`src/rtl/mem_io_responder_if.sv`:
```
// MEM-stage data bus between the pipelined MIPS core (master) and the data-memory responder (slave).
interface mem_io_responder_if;
    logic [31:0] Address;
    logic [31:0] WriteData;
    logic        MemWrite;
    logic        MemRead;
    logic [31:0] ReadData;

    modport master (output Address, output WriteData, output MemWrite, output MemRead,
                    input  ReadData);
    modport slave  (input  Address, input  WriteData, input  MemWrite, input  MemRead,
                    output ReadData);
endinterface

```
`src/rtl/mem_io_responder.sv`:
```
// Data-memory responder: word RAM plus memory-mapped port, control/status and timer registers.
// Loads return combinationally in the MEM cycle; stores commit on the rising clock edge.
module mem_io_responder #(
    parameter int unsigned RAM_DEPTH = 64,
    parameter logic [31:0] RAM_BASE  = 32'h1001_0000,
    parameter logic [31:0] IO_BASE   = 32'hFFFF_0000
) (
    input  logic                      clk,
    input  logic                      reset,
    mem_io_responder_if.slave         bus,
    input  logic [7:0]                PortIn,
    output logic [31:0]               PortOut,
    output logic                      Irq
);

    localparam int          RAM_AW    = (RAM_DEPTH > 1) ? $clog2(RAM_DEPTH) : 1;
    localparam logic [31:0] RAM_BYTES = 32'(RAM_DEPTH) << 2;

    typedef enum logic [4:0] {
        IO_PORT_IN  = 5'h00,
        IO_PORT_OUT = 5'h04,
        IO_CTRL     = 5'h08,
        IO_TIMER    = 5'h0C,
        IO_TCMP     = 5'h10
    } io_reg_e;

    // Address decode
    logic [31:0]       ram_off, io_off;
    logic [RAM_AW-1:0] ram_idx;
    logic              ram_hit, io_hit, access_err;
    logic              wr_ok, rd_ok;
    io_reg_e           io_reg;

    assign ram_off = bus.Address - RAM_BASE;
    assign io_off  = bus.Address - IO_BASE;
    assign ram_idx = ram_off[RAM_AW+1:2];
    assign ram_hit = ram_off < RAM_BYTES;
    assign io_hit  = io_off <= 32'h10;
    assign io_reg  = io_reg_e'(io_off[4:0]);

    assign access_err = (bus.MemRead | bus.MemWrite) &
                        ((bus.Address[1:0] != 2'b00) |
                         ~(ram_hit | io_hit) |
                         (bus.MemRead & bus.MemWrite) |
                         (bus.MemWrite & ~ram_hit & io_hit & (io_reg == IO_PORT_IN)));

    assign wr_ok = bus.MemWrite & ~access_err;
    assign rd_ok = bus.MemRead & ~bus.MemWrite & ~access_err;

    logic wr_ram, wr_io, wr_port_out, wr_ctrl, wr_timer, wr_tcmp;

    assign wr_ram      = wr_ok & ram_hit;
    assign wr_io       = wr_ok & ~ram_hit & io_hit;
    assign wr_port_out = wr_io & (io_reg == IO_PORT_OUT);
    assign wr_ctrl     = wr_io & (io_reg == IO_CTRL);
    assign wr_timer    = wr_io & (io_reg == IO_TIMER);
    assign wr_tcmp     = wr_io & (io_reg == IO_TCMP);

    // RAM
    logic [31:0] ram_q [RAM_DEPTH];

    // NOTE: the RAM array has no reset branch; clearing it would turn the storage into flops.
    always_ff @(posedge clk) begin
        if (wr_ram) ram_q[ram_idx] <= bus.WriteData;
    end

    // Register state
    logic [31:0] port_out_q, port_out_d;
    logic [31:0] timer_q, timer_d;
    logic [31:0] tcmp_q, tcmp_d;
    logic        timer_en_q, timer_en_d;
    logic        irq_en_q, irq_en_d;
    logic        in_changed_q, in_changed_d;
    logic        timer_hit_q, timer_hit_d;
    logic        bus_err_q, bus_err_d;
    logic [7:0]  sync1_q, sync2_q, sync_prev_q;
    logic        irq_q, irq_d;

    logic timer_match;
    assign timer_match = timer_en_q & (timer_q == tcmp_q);

    // NOTE: every _d gets its hold value first so no path through this block infers a latch.
    always_comb begin
        port_out_d   = port_out_q;
        tcmp_d       = tcmp_q;
        timer_en_d   = timer_en_q;
        irq_en_d     = irq_en_q;
        timer_d      = timer_q;

        if (wr_port_out) port_out_d = bus.WriteData;
        if (wr_tcmp)     tcmp_d     = bus.WriteData;
        if (wr_ctrl) begin
            timer_en_d = bus.WriteData[0];
            irq_en_d   = bus.WriteData[1];
        end

        // A software load of TIMER beats both the compare reload and the increment.
        if (wr_timer)         timer_d = bus.WriteData;
        else if (timer_match) timer_d = 32'd0;
        else if (timer_en_q)  timer_d = timer_q + 32'd1;

        // Sticky flags: a hardware set in the same cycle as write-1-to-clear keeps the flag.
        in_changed_d = (sync2_q != sync_prev_q) |
                       (in_changed_q & ~(wr_ctrl & bus.WriteData[8]));
        timer_hit_d  = (timer_match & ~wr_timer) |
                       (timer_hit_q & ~(wr_ctrl & bus.WriteData[9]));
        bus_err_d    = access_err |
                       (bus_err_q & ~(wr_ctrl & bus.WriteData[10]));

        irq_d = irq_en_q & (in_changed_q | timer_hit_q);
    end

    // NOTE: state updates use non-blocking assignments so every flop samples pre-edge values.
    always_ff @(posedge clk or negedge reset) begin
        if (!reset) begin
            port_out_q   <= '0;
            timer_q      <= '0;
            tcmp_q       <= 32'hFFFF_FFFF;
            timer_en_q   <= 1'b0;
            irq_en_q     <= 1'b0;
            in_changed_q <= 1'b0;
            timer_hit_q  <= 1'b0;
            bus_err_q    <= 1'b0;
            sync1_q      <= '0;
            sync2_q      <= '0;
            sync_prev_q  <= '0;
            irq_q        <= 1'b0;
        end else begin
            port_out_q   <= port_out_d;
            timer_q      <= timer_d;
            tcmp_q       <= tcmp_d;
            timer_en_q   <= timer_en_d;
            irq_en_q     <= irq_en_d;
            in_changed_q <= in_changed_d;
            timer_hit_q  <= timer_hit_d;
            bus_err_q    <= bus_err_d;
            sync1_q      <= PortIn;
            sync2_q      <= sync1_q;
            sync_prev_q  <= sync2_q;
            irq_q        <= irq_d;
        end
    end

    // Load data path
    logic [31:0] read_data;

    always_comb begin
        read_data = '0;
        if (rd_ok) begin
            if (ram_hit) begin
                read_data = ram_q[ram_idx];
            end else begin
                case (io_reg)
                    IO_PORT_IN:  read_data = {24'd0, sync2_q};
                    IO_PORT_OUT: read_data = port_out_q;
                    IO_CTRL:     read_data = {21'd0, bus_err_q, timer_hit_q, in_changed_q,
                                              6'd0, irq_en_q, timer_en_q};
                    IO_TIMER:    read_data = timer_q;
                    IO_TCMP:     read_data = tcmp_q;
                    default:     read_data = '0;
                endcase
            end
        end
    end

    assign bus.ReadData = read_data;
    assign PortOut      = port_out_q;
    assign Irq          = irq_q;

endmodule

```
`src/flat_wrapper.sv`:
```
// flat-port wrapper written by rule: the top's interface ports become plain ports
module mem_io_responder_flat 
#(
    parameter int unsigned RAM_DEPTH = 64,
    parameter logic [31:0] RAM_BASE  = 32'h1001_0000,
    parameter logic [31:0] IO_BASE   = 32'hFFFF_0000
)
  (clk, reset, PortIn, PortOut, Irq, bus_Address, bus_WriteData, bus_MemWrite, bus_MemRead, bus_ReadData);
  mem_io_responder_if bus_i ();
  input  logic clk;
  input  logic reset;
  input  logic [7:0] PortIn;
  output logic [31:0] PortOut;
  output logic Irq;
  input wire logic [$bits(bus_i.Address)-1:0] bus_Address;
  input wire logic [$bits(bus_i.WriteData)-1:0] bus_WriteData;
  input wire logic [$bits(bus_i.MemWrite)-1:0] bus_MemWrite;
  input wire logic [$bits(bus_i.MemRead)-1:0] bus_MemRead;
  output wire logic [$bits(bus_i.ReadData)-1:0] bus_ReadData;
  assign bus_i.Address = bus_Address;
  assign bus_i.WriteData = bus_WriteData;
  assign bus_i.MemWrite = bus_MemWrite;
  assign bus_i.MemRead = bus_MemRead;
  assign bus_ReadData = bus_i.ReadData;
  mem_io_responder #(.RAM_DEPTH(RAM_DEPTH), .RAM_BASE(RAM_BASE), .IO_BASE(IO_BASE)) u_core (.clk(clk), .reset(reset), .bus(bus_i), .PortIn(PortIn), .PortOut(PortOut), .Irq(Irq));
endmodule
```
`config.mk`:
```
export PLATFORM = sky130hd
export DESIGN_NAME = mem_io_responder_flat
export DESIGN_NICKNAME = d
export VERILOG_FILES = /design/src/rtl/mem_io_responder_if.sv /design/src/rtl/mem_io_responder.sv /design/src/flat_wrapper.sv
export SDC_FILE = /design/constraint.sdc
export NUM_CORES = 2
export LEC_CHECK = 0
export BUFFER_PORTS_ARGS = -buffer_cell sky130_fd_sc_hd__buf_2
export CAP_MARGIN = 20
export CELL_PAD_IN_SITES_DETAIL_PLACEMENT = 1
export CELL_PAD_IN_SITES_GLOBAL_PLACEMENT = 2
export CORE_MARGIN = 2
export CORE_UTILIZATION = 44
export CTS_CLUSTER_SIZE = 8
export DETAILED_ROUTE_END_ITERATION = 6
export MAX_ROUTING_LAYER = met4
export PLACE_DENSITY_LB_ADDON = 0.1
export SLEW_MARGIN = 30
export SYNTH_ARGS = -nofsm -noshare
export SYNTH_HDL_FRONTEND = slang
export SYNTH_SLANG_ARGS = --single-unit
```
`constraint.sdc`:
```
create_clock -name clk -period 4 [get_ports clk]
set_clock_uncertainty 0.1 [all_clocks]
set_input_delay 1 -clock clk [delete_from_list [all_inputs] [get_ports clk]]
set_output_delay 1 -clock clk [all_outputs]
set_load 0.02 [all_outputs]
```
## After elaboration in Yosys (flattened, before gate mapping)

Memory sizes are Yosys's and may differ from the RTL's.
Index checks and enable logic that the tools add are counted.

- Mux-type cells: 8
- Add/sub/neg operators: 3
- Bitwise logic cells: 41
- Reductions and logical operators: 3
- Order comparisons: 2
- Equality and inequality tests: 6

Operators with widths:

| operator | count |
|---|---|
| $mux 32 | 5 |
| $pmux 32 s5 | 1 |
| $add 32x1->32 const B | 1 |
| $eq 32x32->1 | 1 |
| $le 32x5->1 const B | 1 |
| $lt 32x9->1 const B | 1 |
| $sub 32x29->32 const B | 1 |
| $sub 32x32->32 const B | 1 |
| $and 1x1->1 | 24 |
| $eq 5x4->1 const B | 2 |
| $or 1x1->1 | 9 |
| $ne 8x8->1 | 1 |
| $not 1->1 | 8 |
| $eq 5x3->1 const B | 1 |
| $eq 5x5->1 const B | 1 |
| $logic_not 5->1 | 1 |
| $reduce_bool 3->1 | 1 |
| $mux 1 | 2 |
| $reduce_bool 2->1 | 1 |

- RAM bits: 2048
- Flip-flop bits (word level): 126
- Memories kept: 1
- Input port bits: 76
- Output and inout port bits: 65

Memories:

| memory | depth | bits a word | read ports | clocked after Yosys merged registers in | wr ports | RTL line | source |
|---|---|---|---|---|---|---|---|
| u_core.ram_q | 64 | 32 | 1 | 0 | 1 | mem_io_responder.sv:60 | `logic [31:0] ram_q [RAM_DEPTH];` |

## Longest topological paths before layout

- Depth after elaboration: 17
- Depth in mapped cells: 12
- Mapped depth without buffers: 8

## Worst setup path before layout

OpenSTA, ideal clock, no wires.

- Path kind: input to output
- Start point: input bus_Address[2]
- End point: output bus_ReadData[10]
- Path buffers: 6
- Data arrival time: 3.394 ns
- Path slack: -0.494 ns
- Stages on the path: 10
- Cells stage by stage: buf_4 -> buf_2 -> buf_2 -> buf_4 -> buf_4 -> buf_2 -> o21ai_0 -> a22oi_1 -> o221ai_1 -> o41ai_1

- Word-level cells in the longest chain between the ends: 11
- Elaborated cells on any way between the ends: 25
- Those cells by class: add/sub (2); order compare (2); eq/ne (4); mux (3); bitwise (12); reduce/logical (1); memory (1)

Ends and longest elaborated chain:

| what | RTL line | source |
|---|---|---|
| start: declaration | flat_wrapper.sv:15 | `input wire logic [$bits(bus_i.Address)-1:0] bus_Address;` |
| $sub 32x29->32 / $sub 32x32->32 (equally long branches) | mem_io_responder.sv:34, mem_io_responder.sv:35 |  |
| $lt 32x9->1 / $le 32x5->1 (equally long branches) | mem_io_responder.sv:37, mem_io_responder.sv:38 |  |
| $or 1x1->1 / $not 1->1 (equally long branches) | mem_io_responder.sv:43, mem_io_responder.sv:45 |  |
| $not 1->1 / $and 1x1->1 (equally long branches) | mem_io_responder.sv:43, mem_io_responder.sv:45 |  |
| $or 1x1->1 / $and 1x1->1 (equally long branches) | mem_io_responder.sv:42, mem_io_responder.sv:45 |  |
| $or 1x1->1 / $and 1x1->1 (equally long branches) | mem_io_responder.sv:43, mem_io_responder.sv:45 |  |
| $or 1x1->1 | mem_io_responder.sv:44 | `(bus.MemRead & bus.MemWrite) \|` |
| $and 1x1->1 | mem_io_responder.sv:41 | `assign access_err = (bus.MemRead \| bus.MemWrite) &` |
| $not 1->1 | mem_io_responder.sv:48 | `assign rd_ok = bus.MemRead & ~bus.MemWrite & ~access_err;` |
| $and 1x1->1 | mem_io_responder.sv:48 |  |
| $mux 32 (*) | mem_io_responder.sv:149 | `if (rd_ok) begin` |
| end: declaration | flat_wrapper.sv:19 | `output wire logic [$bits(bus_i.ReadData)-1:0] bus_ReadData;` |

Every way passes the cells marked *; elsewhere a longest branch is shown, timed or not.

## Worst setup path in the final report

- Start point: input bus_Address[2]
- End point: output bus_ReadData[15]

The elaborated chain is that of the path after synthesis.

==> results.json <==
{
  "status": "complete, but fails checks",
  "violations": "DRC, setup timing",
  "dieHeight_um": 445,
  "cp_data_arrival_time_ns": 3.60,
  "multiInputGateArea_mm2": 0.0220,
  "worst_skew_pair.late_latency_ns": 0.94,
  "syn_area_mm2": 0.0855,
  "final-seq-area_mm2": 0.0647,
  "power.clock.fraction_pct": 45.0,
  "setup_viol_count_final": 32,
  "grt_overflow": 0,
  "portBuffers": 140,
  "clock-root-buffer": "clkbuf_16",
  "synthToLayoutAreaGrowth_pct": 32.0,
  "first_pass_grt_wire_length_um": 479000,
  "floorplan.io_pins": 141,
  "worst_slew_margin_rel_pct": 25.5,
  "postSynthAreaPerCell_um2": 17.5,
  "tightest_slew_ns": 1.12,
  "placed_area_mm2": 0.0988,
  "vias_per_cell": 6.55,
  "vias": 57500,
  "final_routed_wirelength_across_all_metal_layers_um": 359000,
  "setup.worst_path.end_class": "output pin",
  "p_seq_share_pct": 47.0,
  "cts_tree": "yes",
  "postSynthCellCount": 4877,
  "crit_required_ns": 2.90,
  "cp_common_cell": "buf_16",
  "combPwrFrac_pct": 8.1,
  "critical-path-max-stage-delay_ns": 0.44,
  "vdd_drop_max_uv": 493,
  "netSwitchingFraction_pct": 22.7,
  "post-route-util_pct": 58.5,
  "post_drt_wl_per_cell_um": 40.8,
  "ordered_cell_list_for_the_critical_path": "buf_16, buf_16, nand2b_4, buf_12, buf_16, buf_12, o221ai_2, o21ai_1, a21oi_1, a31oi_1, buf_4, nand4_1, o32ai_2, buf_4",
  "synth-seq-cells": 2174,
  "finalCriticalPeriod_ns": 4.70,
  "antenna_violations_before_repair": 23,
  "clk_pin_slew_worst_paths_ns": 0.05,
  "final.period_utilization_pct": 118,
  "design.die.area_mm2": 0.198,
  "synth-edff-count": 2048,
  "internal_power_mw": 41.1,
  "dieWidth_um": 445,
  "setup_ws_ns": -0.703,
  "tritoncts_num_sinks": 2174,
  "place.detailed.hpwl_um": 232000,
  "drc": 9,
  "cts_buffers": 322,
  "timing.critical_path.slowest_stage_cell": "o32ai_2",
  "switchingPower_mw": 12.0,
  "num_rows": 161,
  "initial_utilization_pct": 44.3,
  "synth-async-reset-ratio_pct": 5.80,
  "grt_start_max_net_pins": 69,
  "stdcell_area_mm2": 0.113,
  "power.total_mw": 53.1,
  "buffer_levels_on_the_longest_clock_path": 4,
  "reg2reg_setup_slack_ns": 0.82,
  "gp_congestion": 0.960,
  "power-per-cell-area_mw_per_mm2": 471,
  "synth.net_count": 4954,
  "total_routing_usage_reported_by_global_routing_pct": 36.4,
  "dpl_worst_slack_ns": -1.76,
  "worst_setup_path_start_kind": "input port",
  "timing.setup.critical_path_class": "in2out",
  "rsz0062_at_grt": "yes",
  "synth_sequential_area_ratio_pct": 75.7,
  "first_global_vias": 56500,
  "design.core.area_mm2": 0.193,
  "synth_cell_types": 71,
  "max_freq_ghz": 0.213,
  "yosys_warnings": 0,
  "power.leakage_nw": 39.0,
  "first_iter_violations": 7877,
  "critical_path_peak_fanout": 7,
  "filler_cell_count": 16800,
  "max_cap_violations": 0,
  "synth_flop_cell": "edfxtp_1",
  "drtPass1Iterations": 7,
  "min_path_type": "in2reg",
  "hold_viol_final": 0,
  "ctsHtreeMaxLevel": 5,
  "drv_slew": 0,
  "final_layout_size_suffix_gt1_share_pct": 40.6,
  "finalSetupTns_ns": -18.27,
  "antenna_violating_nets_remaining": 0,
  "fin_nets": 6283
}
[worst paths after layout]
path                       cells past startpoint                 end               from
max                                           14    bus_ReadData[15]     bus_Address[2]
min                                            1   u_core.sync1_q[2]          PortIn[2]
max reg2reg                                    9  u_core.timer_q[11]  u_core.timer_q[3]
min reg2reg                                    0   u_core.sync2_q[7]  u_core.sync1_q[7]
max in group asynchronous                      3    u_core.tcmp_q[1]              reset
min in group asynchronous                      2  u_core.PortOut[15]              reset
[placed cells by master, fill, tap and decap left out, drive strengths merged, types with 9 or more instances in the layout]
cell       n
o22a      10
nand3     30
o32ai     22
nand3b    14
xor2       9
o21ai    175
nand2b    10
and2      10
mux2     264
dfstp     32
a211oi    20
o211ai     9
nor3      25
nor2b     14
or3       10
a22o      24
a221oi    26
and3      16
nor4      16
nand4     21
a31oi     12
dfrtp     94
a222oi    31
edfxtp  2048
xnor2     32
o22ai    286
mux4     170
inv       15
clkbuf   370
buf     1310
a21oi    221
o221ai    98
diode     13
a22oi     64
nor2     272
mux2i    234
nand2    140
[cell usage after synthesis (6+ instances only)]
| master | count | area, um2 |
|---|---|---|
| nand3b_1 | 14 | 105 |
| nor2b_1 | 14 | 87.6 |
| buf_2 | 120 | 601 |
| nor3_1 | 25 | 125 |
| xor2_1 | 9 | 78.8 |
| and2_1 | 9 | 56.3 |
| a31oi_1 | 12 | 75.1 |
| nor2_1 | 272 | 1020 |
| buf_1 | 23 | 86.3 |
| o211ai_1 | 9 | 67.6 |
| mux2_2 | 264 | 2970 |
| o21ai_0 | 175 | 876 |
| nand2_1 | 140 | 526 |
| o221ai_1 | 98 | 858 |
| a22oi_1 | 64 | 480 |
| o22ai_1 | 286 | 1790 |
| a222oi_1 | 31 | 310 |
| buf_4 | 32 | 240 |
| o32ai_1 | 22 | 193 |
| a22o_1 | 24 | 210 |
| inv_1 | 10 | 37.5 |
| mux2i_1 | 234 | 2340 |
| nand3_1 | 30 | 150 |
| xnor2_1 | 32 | 280 |
| a21oi_1 | 221 | 1110 |
| dfstp_2 | 32 | 841 |
| clkbuf_1 | 142 | 533 |
| or3_1 | 10 | 62.6 |
| or2_2 | 7 | 43.8 |
| a221oi_1 | 26 | 228 |
| or4_1 | 6 | 45.0 |
| and3_1 | 16 | 100 |
| nand2b_1 | 10 | 62.6 |
| a2bb2oi_1 | 8 | 70.1 |
| a211oi_1 | 20 | 150 |
| dfrtp_1 | 94 | 2350 |
| nor4_1 | 14 | 87.6 |
| a32oi_1 | 7 | 61.3 |
| nand4_1 | 21 | 131 |
| mux4_2 | 170 | 3830 |
| edfxtp_1 | 2048 | 61500 |
| o22a_1 | 10 | 87.6 |
[state kept, by name (all words and copies together), names as in the netlist]
signal and cells:
u_core.in_changed_q 1, u_core.sync2_q 8, u_core.Irq 1, u_core.timer_hit_q 1, u_core.bus_err_q 1, u_core.sync1_q 8, u_core.timer_q 32, u_core.sync_prev_q 8
u_core.PortOut 32, u_core.timer_en_q 1, u_core.ram_q 2048, u_core.irq_en_q 1, u_core.tcmp_q 32
[repair_timing]
action | CTS | global route
hold endpoints to repair | 39 | 0
setup endpoints to repair | 32 | 32
cloned | 15 | 13
setup buffers | 76 | 94
hold buffers | 1 | 0
gates resized for setup | 527 | 254
pin swaps | 98 | 118
[critical path, delay by kind of cell]
kind | cells | cell delay, ns
AO/OA/AOI/OAI | 5 | 0.91
buffers and inverters | 7 | 1.11
AND/OR/NAND/NOR | 2 | 0.52
[power by group through the flow]
stage | sequential (mW) | combinational, mW | clock (mW)
5_1_grt | 24.9 | 4.31 | 24.9
4_1_cts | 25.0 | 3.91 | 24.0
6_report | 25.0 | 4.28 | 23.9
2_1_floorplan | 25.4 | 1.13 | 0
3_3_place_gp | 25.4 | 3.48 | 0
3_5_place_dp | 25.4 | 3.53 | 0
[per-stage QoR]
stage / hold slack (ns) / instances
after detailed placement: 0.236 / 8223
after floorplan: 0.231 / 4877
after global placement: 0.232 / 8222
after global routing: 0.0692 / 8781
final: 0.104 / 8783
after CTS: 0.0480 / 8664
[metal layers]
layer | vias to the layer above | global-route usage [%] | wire length [um]
met5 | - | - | 0
met4 | 0 | 18.0 | 20500
met3 | 793 | 6.92 | 34700
li1 | 22500 | - | -
met1 | 30700 | 48.9 | 141000
met2 | 3571 | 53.5 | 162000
[area by class of cell]
type | instances | share of cell area, %
tap | 2526 | 2.80
antenna | 13 | 0.0289
inverter | 13 | 0.0566
timing repair buffer | 1327 | 12.8
clock buffer | 357 | 7.41
clock inverter | 5 | 0.0610
multi-input combinational | 2368 | 19.5
sequential | 2174 | 57.4
[cells by family (layout without fill, tap and decap cells)]
kind of cell / after synthesis / after routing / synth area share, %
mux: 668 / 668 / 10.7
flops: 2174 / 2174 / 75.7
compound gates: 1054 / 1054 / 8.11
simple gates: 604 / 604 / 3.22
xor+xnor: 41 / 41 / 0.420
other cells: 0 / 13 / 0
buf+inv: 335 / 1702 / 1.83
fa+ha+maj: 1 / 1 / 0.0146
(Power assumes the default switching activity.)
